## src/rtl/time_setter.sv

```systemverilog
// time_setter: key-driven hh:mm:ss editor with
// auto-repeat increment, commit strobe and field blink.
module time_setter #(
  parameter int REPEAT_DELAY = 25_000_000,
  parameter int REPEAT_RATE  = 5_000_000,
  parameter int BLINK_HALF   = 12_500_000
) (
  input  logic       clk,
  input  logic       rst,
  input  logic       key_start,
  input  logic       key_next,
  input  logic       key_inc,
  input  logic       inc_level,
  input  logic [5:0] cur_hours,
  input  logic [5:0] cur_minutes,
  input  logic [5:0] cur_seconds,
  output logic [5:0] set_hours,
  output logic [5:0] set_minutes,
  output logic [5:0] set_seconds,
  output logic       load,
  output logic       editing,
  output logic [1:0] field,
  output logic [5:0] blink_mask
);

  typedef enum logic [2:0] {
    IDLE,
    EDIT_HH,
    EDIT_MM,
    EDIT_SS,
    COMMIT
  } state_t;

  state_t      state;
  state_t      nxt;
  logic [5:0]  hh;
  logic [5:0]  mm;
  logic [5:0]  ss;
  logic [31:0] hold;
  logic        rep;
  logic [31:0] bcnt;
  logic [31:0] nxt_bcnt;
  logic        phase;
  logic        nxt_phase;
  logic        in_edit;
  logic        tick;
  logic        inc;
  logic [5:0]  nxt_mask;

  assign set_hours   = hh;
  assign set_minutes = mm;
  assign set_seconds = ss;

  // field and editing decode straight from the state
  always_comb begin
    editing = (state != IDLE);
    field   = 2'd0;
    case (state)
      EDIT_HH: field = 2'd1;
      EDIT_MM: field = 2'd2;
      EDIT_SS: field = 2'd3;
      default: field = 2'd0;
    endcase
  end

  // next state, increment request and next blink state
  always_comb begin
    in_edit = (state == EDIT_HH) ||
              (state == EDIT_MM) ||
              (state == EDIT_SS);
    tick = in_edit && inc_level &&
           (rep ? (hold == 32'(REPEAT_RATE))
                : (hold == 32'(REPEAT_DELAY)));
    inc = in_edit && !key_start && (key_inc || tick);

    nxt = state;
    case (state)
      IDLE:    if (key_start) nxt = EDIT_HH;
      EDIT_HH: if (key_start) nxt = IDLE;
               else if (key_next) nxt = EDIT_MM;
      EDIT_MM: if (key_start) nxt = IDLE;
               else if (key_next) nxt = EDIT_SS;
      EDIT_SS: if (key_start) nxt = IDLE;
               else if (key_next) nxt = COMMIT;
      default: nxt = IDLE;
    endcase

    nxt_phase = phase;
    nxt_bcnt  = bcnt + 32'd1;
    if (nxt == IDLE || inc || nxt != state) begin
      nxt_phase = 1'b0;
      nxt_bcnt  = 32'd0;
    end else if (bcnt == 32'(BLINK_HALF - 1)) begin
      nxt_phase = ~phase;
      nxt_bcnt  = 32'd0;
    end

    nxt_mask = 6'b000000;
    if (nxt_phase) begin
      case (nxt)
        EDIT_HH: nxt_mask = 6'b110000;
        EDIT_MM: nxt_mask = 6'b001100;
        EDIT_SS: nxt_mask = 6'b000011;
        default: nxt_mask = 6'b000000;
      endcase
    end
  end

  // state, edit registers, repeat and blink counters
  always_ff @(posedge clk) begin
    if (rst) begin
      state      <= IDLE;
      load       <= 1'b0;
      hh         <= 6'd0;
      mm         <= 6'd0;
      ss         <= 6'd0;
      hold       <= 32'd0;
      rep        <= 1'b0;
      bcnt       <= 32'd0;
      phase      <= 1'b0;
      blink_mask <= 6'd0;
    end else begin
      state      <= nxt;
      load       <= (nxt == COMMIT);
      bcnt       <= nxt_bcnt;
      phase      <= nxt_phase;
      blink_mask <= nxt_mask;

      if (nxt != state || !in_edit || !inc_level) begin
        hold <= 32'd0;
        rep  <= 1'b0;
      end else if (tick) begin
        hold <= 32'd1;
        rep  <= 1'b1;
      end else begin
        hold <= hold + 32'd1;
      end

      if (state == IDLE && key_start) begin
        hh <= (cur_hours   > 6'd23) ? 6'd0 : cur_hours;
        mm <= (cur_minutes > 6'd59) ? 6'd0 : cur_minutes;
        ss <= (cur_seconds > 6'd59) ? 6'd0 : cur_seconds;
      end else if (inc) begin
        case (state)
          EDIT_HH: hh <= (hh == 6'd23) ? 6'd0 : hh + 6'd1;
          EDIT_MM: mm <= (mm == 6'd59) ? 6'd0 : mm + 6'd1;
          EDIT_SS: ss <= (ss == 6'd59) ? 6'd0 : ss + 6'd1;
          default: ;
        endcase
      end
    end
  end

endmodule

```

## config.mk

```make
export PLATFORM = sky130hd
export DESIGN_NAME = time_setter
export DESIGN_NICKNAME = d
export VERILOG_FILES = /design/src/rtl/time_setter.sv
export SDC_FILE = /design/constraint.sdc
export NUM_CORES = 1
export LEC_CHECK = 0
export BUFFER_PORTS_ARGS = -buffer_cell sky130_fd_sc_hd__buf_2
export CORE_ASPECT_RATIO = 0.8
export CORE_MARGIN = 2
export CORE_UTILIZATION = 51
export CTS_CLUSTER_DIAMETER = 80
export DETAILED_ROUTE_END_ITERATION = 6
export GPL_ROUTABILITY_DRIVEN = 1
export PLACE_DENSITY = 0.79
export SETUP_SLACK_MARGIN = 0.1
export SYNTH_ARGS = -nofsm -noshare
export SYNTH_HDL_FRONTEND = slang
export SYNTH_SLANG_ARGS = --single-unit
```

## constraint.sdc

```tcl
create_clock -name clk -period 3.31 [get_ports clk]
set_input_delay 0.662 -clock clk [delete_from_list [all_inputs] [get_ports clk]]
set_output_delay 0.662 -clock clk [all_outputs]
set_load 0.05 [all_outputs]
```

======== Yosys cells after proc, flatten, opt, wreduce, memory -nomap -nowiden ========
Index checks and enable logic that the tools add are counted.
Widths: inputs -> output; s select.
word-level totals
  bits in registers ....................... 94
  logic and storage cells ................. 93
  output and inout bits ................... 28
  input bits .............................. 24
cells by class
  equality and inequality tests ........... 14
  $lt $le $gt $ge ......................... 3
  reduce and logical (&&, ||, !) cells .... 29
  muxes and demuxes ....................... 29
  bitwise gates (word level) .............. 2
  add/sub/neg operators ................... 5
operators with widths
  kind                   number
  $mux 6                 15
  $add 32x1->32 const B  2
  $eq 32x23->1 const B   1
  $eq 32x24->1 const B   1
  $eq 32x25->1 const B   1
  $mux 3                 7
  $add 6x1->6 const B    3
  $pmux 6 s3             1
  $eq 3x2->1 const B     4
  $eq 6x6->1 const B     2
  $gt 6x6->1 const B     2
  $pmux 3 s4             1
  $reduce_bool 2->1      4
  $logic_or 1x1->1       7
  $eq 3x1->1 const B     2
  $eq 6x5->1 const B     1
  $gt 6x5->1 const B     1
  $logic_not 3->1        2
  $pmux 2 s3             1
  $reduce_and 2->1       3
  $reduce_or 3->1        2
  $logic_and 1x1->1      5
  $mux 1                 4
  $reduce_or 2->1        2
  5 further kinds        8

======== Logic depth before layout (Yosys ltp) ========
Gate-level depths: netlist of run 1.
  depth after elaboration ................. 12
  depth in mapped cells ................... 9
  mapped depth without buffers ............ 8

======== Least setup slack after synthesis of run 1 ========
OpenSTA, ideal clock, no wires.
  path kind ............................... input -> register
  start point ............................. in key_start
  end point ............................... reg ss[3] (netlist: set_seconds[3])
  stages .................................. 7
  data arrival time ....................... 2.197 ns
  slack ................................... 1.051 ns
  cells stage by stage .................... or4b_2 > clkbuf_1 > a41oi_1 > nand3b_1 > o31ai_1 > a211o_1 > a32o_1
on the way
  word-level cells in the longest chain between the ends .. 5
  elaborated cells between the ends (all ways) .. 8
RTL lines
  what                            line  source
  from (decl)                     10    input logic key_start,
  $logic_not 1->1                 74    inc = in_edit && !key_start && (key_inc || tick);
  $logic_and 1x1->1 (2 in a row)  74
  $reduce_bool 2->1 (no line)     n/a
  $reduce_and 2->1 (no line)      n/a
  to (signal assigned)            142   ss <= (cur_seconds > 6'd59) ? 6'd0 : cur_seconds;
  to (signal assigned)            147   EDIT_SS: ss <= (ss == 6'd59) ? 6'd0 : ss + 6'd1;
  to (decl)                       38    logic [5:0] ss;
Several ways; a longest one is shown, not always the timed one.
A chain may end at the register's enable or synchronous reset.

======== Worst setup path in the final report of run 1 ========
  start point ............................. reg state[0]
  end point ............................... reg hold[17]
on the way
  word-level cells in the longest chain between the ends .. 7
  elaborated cells between the ends (all ways) .. 21
RTL lines
  what                                                   line    source
  from (decl)                                            34      state_t state;
  from (signal assigned)                                 123     state <= nxt;
  $mux 3 (tied with other cells)                         84      else if (key_next) nxt = COMMIT;
  $mux 3 (tied with other cells)                         83      EDIT_SS: if (key_start) nxt = IDLE;
  $pmux 3 s4 / $logic_or 1x1->1 (equally long branches)  77, 69
  $ne 3x3->1 / $logic_not 1->1 (equally long branches)   129     if (nxt != state || !in_edit || !inc_level) begin
  $logic_or 1x1->1 (2 in a row)                          129
  $reduce_or 3->1 (no line) *                            n/a
  to (signal assigned)                                   136     hold <= hold + 32'd1;
  to (decl)                                              39      logic [31:0] hold;
Mark *: on every way between the ends. The rest lies on a longest branch, timed or not.

==> reports/metrics.yaml, run 1 <==
status: "complete, no violations"
diodes: 0
cts_tree: "yes"
critPathSlowestCell: "dfxtp_1"
crit_path_start: "state[0]"
die_height_um: 87.9
via_count: 3852
cts_buffers: 9
rr_endpoint: "hold[17]"
grt_pass1_wl_um: 16800
synth_cells: 535
wire_per_inst_um: 14.0
fillCellCount: 747
post-route-drc-count: 0
routed_wl_um: 9730
clkTransAtPathRegs_ns: 0.08
synth_edf_count: 0
coreArea_um2: 8520
h-tree-depth: 3
rsz0062_at_grt: "false"
initial_core_util_pct: 52.7
grt_max_degree: 33
crit_fanout: 31
yosys.cell_types.count: 54
worst_pin_slew_ns: 1.04
syn_nets: 565
pwr-share-comb_pct: 9.1
synth.avg_cell_area_um2: 8.39
power_w: 0.00206
hold_buffers: 0
fmax_mhz: 381
power.density_nw_per_um2: 413
synth_area_leaders: "dfxtp_1 (41%), xor2_1 (7.8%), nor2_1 (7.8%), xnor2_1 (4.7%), nand3_1 (4.3%)"
worstReg2RegStart: "state[0]"
placed_cell_area_um2: 4800
period_minus_slack_ns: 2.62
yosysSeqAreaShare_pct: 40.6
rr_worst_depth: 6
fin_nets: 611
leakagePower_nw: 1.71
final_common_cell: "nor2_1"
clock_skew_ns: 0.00887
crit_path_end_kind: "flop"
firstDrtPassIters: 5
slew_viol_final: 0
drtIter0Drc: 267
yosysWarnings: 0
endpoint: "hold[17]"
switchingPower_w: 0.000530
via_per_inst: 5.53
cts_sinks: 91
grt_use_total_pct: 21.7
p_sw_share_pct: 25.7
synth_area_um2: 4490
cts_resized: 0
die_area_um2: 9580
start_kind: "flop"
final_area_um2: 4990
period_share_pct: 79.3
dp_hpwl_um: 6950
ant_nets: 0
slowest_delay_ns: 0.65
tns_ns: 0
hold-path-cell-count: 1
rows: 30
portBuffers: 51
hold_violations: 0
cellInternalPower_w: 0.00153
clock_power_share_pct: 36.0
hold_path.class: "reg -> reg"
final_cell_mix: "nor2_1 (93), dfxtp_1 (91), buf_2 (51), xor2_1 (40)"
fp.dieW_um: 109
grt.overflow.total: 0
slew_headroom_pct: 30.2
grt_pass1_vias: 3668
synth-main-ff-cell: "dfxtp_1"
antenna_found_initial: 0
path_class: "reg -> reg"
drive_gt1_share_pct: 14.0
gp_congestion: 0.912
critPathRequiredTime_ns: 3.53
pwr-share-seq_pct: 54.9
clkLatencyLatePin_ns: 0.36
num_io_pins: 52
area_growth_pct: 11.1
cp_cell_sequence: "o211ai_1, or4_4, a2111oi_4, buf_4, or2_2, nor2_1"
yosys.area.top_type: "dfxtp_1"
reg2reg_slack_ns: 0.69
synth_top_area_share_pct: 40.6
ir_worst_vdd_v: 0.000384
cp.arrival_ns: 2.85
setup_viol: 0
synth-seq-cells: 91
postCtsSetupRepairBufs: 0
ctsRootBufferMaster: "clkbuf_8"
async_flop_share_pct: 0
clockBufferDepth: 2
cap_violations: 0
-- routing by layer --
layer	part of all wire, %	track usage, %
met5	0	0
met4	1.1	6.18
met3	3.5	4.99
met2	45	34.6
met1	50	29.5
-- power groups by stage --
stage	combinational, W	clock [W]	sequential, W
3_5_place_dp	0.000185	0	0.00116
3_3_place_gp	0.000184	0	0.00116
5_1_grt	0.000205	0.000808	0.00113
4_1_cts	0.000186	0.000767	0.00113
2_1_floorplan	0.0000921	0	0.00120
6_report	0.000187	0.000743	0.00113
-- cell usage after synthesis, drive strengths merged, types with 4 or more instances --
cell / count
nor3: 13
clkbuf: 7
or3: 6
nor4b: 6
nand3: 39
xnor2: 24
dfxtp: 91
nand4: 17
o21ai: 16
nor2: 93
inv: 24
o211ai: 8
a21oi: 7
a211oi: 6
nor2b: 4
and4: 4
buf: 13
a221oi: 6
nand2: 39
nor4: 13
ha: 6
and3: 12
xor2: 40
-- registers in the layout (all words and copies together) (netlist names) --
| name | cells |
|---|---|
| bcnt | 32 |
| hold | 32 |
| set_hours | 6 |
| set_minutes | 6 |
| set_seconds | 6 |
| blink_mask | 3 |
| state | 3 |
| load | 1 |
| phase | 1 |
| rep | 1 |
-- how the worst min path moves through the flow --
stage                  from  endpoint  slack [ns]
floorplan           bcnt[0]   bcnt[0]        0.44
global placement    bcnt[0]   bcnt[0]        0.46
detailed placement  bcnt[0]   bcnt[0]        0.47
CTS                 bcnt[0]   bcnt[0]        0.49
global route        bcnt[0]   bcnt[0]        0.51
finish              bcnt[0]   bcnt[0]        0.48
-- critical path: cells and delay by family (launching register included) --
family          cells  cell delay, ns
compound gates      2            0.47
buf+inv             1            0.28
simple gates        3            1.08
flops               1            0.65
-- per-stage QoR --
step	worst slack, ns	utilization, %	instances	hold WS [ns]
final	0.685	58.5	697	0.485
after global routing	0.486	58.5	697	0.513
after floorplan	1.05	-	535	0.442
after global placement	0.697	56.3	682	0.458
after detailed placement	0.598	56.3	682	0.466
after CTS	0.696	58.5	697	0.487
-- cells by family after synthesis --
group	synth area share, %
adders and majority gates	1.67
buffers and inverters	4.68
and+or+nand+nor	29.3
DFF	40.6
xor gates and xnor gates	12.5
muxes	0.669
AOI/OAI and AO/OA	10.6
-- layout make-up --
cell class / instances / area, um^2 / area share [%]
clock inverter: 4 / 51.3 / 1.03
timing repair buffer: 55 / 285 / 5.72
inverter: 24 / 90.1 / 1.81
tap: 112 / 140 / 2.81
sequential: 91 / 1820 / 36.5
multi-input combinational: 400 / 2460 / 49.3
clock buffer: 11 / 141 / 2.83
No activity file was read; power rests on OpenSTA's default activity.
==> run 2: changes to the inputs <==
PLACE_DENSITY = 0.82   (was 0.79)
clock period = 2.4 ns   (was 3.31 ns; I/O delays follow)
==> run 2 against run 1 <==
  * Wire length rose by 5.4%
  * Utilization rose by 2.6 points
  * Worst setup slack got worse by 0.49 ns
  * Critical path depth rose by 1
  * Fmax rose by 19%
==> reports/metrics.yaml, run 2 (same netlist as run 1, synthesis figures left out) <==
clkTransAtPathRegs_ns: 0.08
endpoint: "set_hours[0]"
grt_max_degree: 33
grt_use_total_pct: 23.1
cp.arrival_ns: 2.52
rsz0062_at_grt: "false"
hold_violations: 0
slew_headroom_pct: 61.8
ctsRootBufferMaster: "clkbuf_8"
fillCellCount: 726
ir_worst_vdd_v: 0.000451
grt_pass1_vias: 3769
h-tree-depth: 3
wire_per_inst_um: 14.4
start_kind: "flop"
reg2reg_slack_ns: 0.19
hold_buffers: 0
power_w: 0.00297
portBuffers: 51
drive_gt1_share_pct: 17.3
routed_wl_um: 10300
final_cell_mix: "nor2_1 (93), dfxtp_1 (91), buf_2 (51), xor2_1 (40)"
cts_buffers: 9
status: "complete, no violations"
initial_core_util_pct: 52.7
crit_fanout: 13
worstReg2RegStart: "hold[18]"
slew_viol_final: 0
fin_nets: 627
die_height_um: 87.9
drtIter0Drc: 274
coreArea_um2: 8520
clockBufferDepth: 2
num_io_pins: 52
cp_top_family: "simple AND/OR/NAND/NOR gates"
diodes: 0
crit_path_start: "hold[18]"
critPathSlowestCell: "or4_4"
via_per_inst: 5.57
tns_ns: 0
fmax_mhz: 453
cp_cell_sequence: "nand2_1, or4_4, a2111oi_4, buf_12, o21ai_2, or4_1, nand3_1"
clkLatencyLatePin_ns: 0.37
fp.dieW_um: 109
worst_pin_slew_ns: 0.571
critPathRequiredTime_ns: 2.71
area_growth_pct: 16.0
gp_congestion: 0.928
period_share_pct: 92.1
grt_pass1_wl_um: 17500
grt.overflow.total: 0
rr_worst_depth: 7
power.density_nw_per_um2: 570
cts_resized: 0
period_minus_slack_ns: 2.21
reg_top3: "bcnt (32), hold (32)"
hold_path.class: "in -> reg"
ant_nets: 0
rr_endpoint: "set_hours[0]"
firstDrtPassIters: 5
cts_sinks: 91
leakagePower_nw: 1.83
rows: 30
setup_viol: 0
cap_violations: 0
antenna_found_initial: 0
cp_num_buf_inv: 1
cts_tree: "yes"
crit_path_end_kind: "flop"
slowest_delay_ns: 0.49
dp_hpwl_um: 7460
post-route-drc-count: 0
via_count: 3980
final_common_cell: "nor2_1"
postCtsSetupRepairBufs: 0
cp_num_cells: 7
clock_skew_ns: 0.00804
die_area_um2: 9580
path_class: "reg -> reg"
run 2: cell types whose count changed in the layout (fill, tap and decap cells not counted), moves of 2 or more:
cell,previous run,this run
clkinv_2,1,3
buf_4,4,17
buf_12,0,3
nor4b_2,0,2
nor4b_1,6,4
run 2: how the worst min path moves through the flow:
stage | from | to | cells after the start
after global routing | cur_hours[0] | set_hours[0] | 3
after CTS | cur_hours[0] | set_hours[0] | 3
after floorplan | bcnt[0] | bcnt[0] | 1
after detailed placement | bcnt[0] | bcnt[0] | 1
after global placement | bcnt[0] | bcnt[0] | 1
final | cur_hours[0] | set_hours[0] | 3
run 2: worst min-delay path: cells and delay by family:
kind                   cells  cell delay [ns]
buffers and inverters      1             0.08
AND/OR/NAND/NOR            2             0.09
run 2: through the flow:
stage / util, % / std cells / cell area [um^2] / setup WS [ns] / hold WS [ns]
6_report: 61.1 / 714 / 5210 / 0.191 / 0.304
5_1_grt: 61.1 / 714 / 5210 / 0.112 / 0.303
4_1_cts: 60.7 / 714 / 5170 / 0.160 / 0.292
3_5_place_dp: 58.1 / 698 / 4950 / 0.134 / 0.487
3_3_place_gp: 58.1 / 698 / 4950 / 0.185 / 0.461
2_1_floorplan: - / 535 / 4490 / 0.272 / 0.442
run 2: routing by layer:
metal  global-route usage (%)  share of wire (%)
met5                        0                  0
met2                     37.3                 46
met1                     30.7                 47
met4                     5.71               0.94
met3                     6.40                5.7
run 2: area by class of cell:
| class | count | area, um^2 | area share [%] |
|---|---|---|---|
| Sequential cell | 91 | 1820 | 35.0 |
| Multi-Input combinational cell | 400 | 2500 | 48.0 |
| Timing Repair Buffer | 71 | 443 | 8.51 |
| Tap cell | 112 | 140 | 2.69 |
| Inverter | 24 | 90.1 | 1.73 |
| Clock buffer | 9 | 124 | 2.38 |
| Clock inverter | 7 | 91.3 | 1.75 |
run 2: power by group:
group          leakage (nW)  internal, W  switching, W
registers             0.735      0.00153     0.0000262
logic                 0.989    0.0000951      0.000193
clock network         0.109     0.000584      0.000540
==> run 3: changes to the inputs <==
BUFFER_PORTS_ARGS = default   (was -buffer_cell sky130_fd_sc_hd__buf_2)
CAP_MARGIN = 0   (was default)
DONT_BUFFER_PORTS = 1   (was default)
PLACE_DENSITY = 0.77   (was 0.82)
SLEW_MARGIN = 20   (was default)
==> run 3 against run 2 <==
  * Clock power decreased by 8%
  * Highest routed layer unchanged
  * Final area shrank 2.9%
  * Cell count down 5.0%
  * Utilization fell by 1.8 points
  * First-iteration DRC count is 14% lower
  * Worst hold slack got worse by 0.13 ns
  * Critical endpoint is now set_seconds[3]
  * Clock-buffer cell count increased by 2
  * Clock skew up 0.0022 ns
  * Largest cell class unchanged
  * Via count shrank 3.0%
  * Power shrank 4.1%
  * Critical path depth unchanged
  * Critical path type unchanged
==> reports/metrics.yaml, run 3 (same netlist as run 1, synthesis figures left out) <==
status: "complete, no violations"
hold_buffers: 0
rows: 30
rsz0062_at_grt: "false"
post-route-drc-count: 0
tns_ns: 0
wire_per_inst_um: 14.9
fmax_mhz: 450
reg_top3: "bcnt (32), hold (32)"
clkTransAtPathRegs_ns: 0.08
h-tree-depth: 3
start_kind: "flop"
setup_viol: 0
firstDrtPassIters: 6
grt_pass1_wl_um: 16900
fin_util_pct: 59.3
initial_core_util_pct: 52.7
hold_violations: 0
cap_violations: 0
fp.dieW_um: 109
cts_sinks: 91
clockBufferDepth: 2
drive_gt1_share_pct: 12.2
slew_headroom_pct: 54.9
diodes: 0
leakagePower_nw: 1.67
period_minus_slack_ns: 2.22
area_growth_pct: 12.6
final_common_cell: "nor2_1"
grt_use_total_pct: 22.2
cp.arrival_ns: 2.49
period_share_pct: 92.6
routed_wl_um: 10100
ctsRootBufferMaster: "clkbuf_8"
crit_fanout: 13
crit_path_end_kind: "flop"
die_height_um: 87.9
whs_ns: 0.174
power.density_nw_per_um2: 563
via_per_inst: 5.69
coreArea_um2: 8520
slew_viol_final: 0
clock_skew_ns: 0.0103
grt_max_degree: 33
grt_pass1_vias: 3625
worst_pin_slew_ns: 0.676
final_cell_mix: "nor2_1 (93), dfxtp_1 (90), xor2_1 (40), nand2_1 (39), nand3_1 (39)"
gp_congestion: 0.896
ir_worst_vdd_v: 0.000363
num_io_pins: 52
via_count: 3861
clkLatencyLatePin_ns: 0.37
drtIter0Drc: 236
ant_nets: 0
cts_buffers: 9
critPathRequiredTime_ns: 2.67
die_area_um2: 9580
path_class: "reg -> reg"
antenna_found_initial: 0
fin_nets: 592
portBuffers: 0
dp_hpwl_um: 7120
grt.overflow.total: 0
hold_path.class: "in -> reg"
cts_tree: "yes"
-- run 3: layer usage --
metal	wire length, um	global-route usage, %	share of wire [%]	up-vias
met4	174	8.28	1.7	0
met1	4810	29.5	48	1809
met2	4570	35.0	45	106
met3	533	5.80	5.3	16
met5	0	0	0	-
li1	-	-	-	1930
-- run 3: layout make-up --
type / instances / area, um^2
Inverter: 24 / 90.1
Timing Repair Buffer: 36 / 308
Clock inverter: 4 / 51.3
Tap cell: 112 / 140
Clock buffer: 11 / 141
Fill cell: 729 / 3460
Sequential cell: 91 / 1820
Multi-Input combinational cell: 400 / 2500
-- run 3: worst max-delay path, stage by stage (launching register included) --
cell,delay [ns]
dfxtp_1,0.42
o211ai_1,0.15
or4_4,0.45
a2111oi_4,0.34
buf_12,0.19
o211ai_4,0.09
a211o_1,0.24
a32o_1,0.25
-- run 3: worst paths after layout --
path / startpoint / to / slack [ns] / cells after the start
setup / recovery: hold[11] / set_seconds[3] / 0.18 / 7
hold / removal: rst / set_hours[1] / 0.17 / 1
setup reg to reg: hold[11] / set_seconds[3] / 0.18 / 7
hold reg to reg: bcnt[0] / bcnt[0] / 0.49 / 1
-- run 3: what timing repair did --
item	CTS	global route
setup buffers	0	0
endpoints found under the setup margin	0	10
gates resized for setup	0	8
-- run 3: per-stage QoR --
| step | power (W) | instances | cell area, um^2 | setup slack, ns |
|---|---|---|---|---|
| after global routing | 0.00296 | 678 | 5060 | 0.102 |
| after detailed placement | 0.00184 | 663 | 4820 | 0.182 |
| after global placement | 0.00184 | 663 | 4820 | 0.237 |
| after floorplan | 0.00178 | 535 | 4490 | 0.272 |
| final | 0.00285 | 678 | 5060 | 0.178 |
| after CTS | 0.00286 | 678 | 5010 | 0.186 |
-- run 3: power by group --
group / internal, W / total [W] / switching [W]
logic: 0.0000897 / 0.000268 / 0.000179
clock network: 0.000504 / 0.00103 / 0.000522
registers: 0.00153 / 0.00155 / 0.0000225
total: 0.00212 / 0.00285 / 0.000723
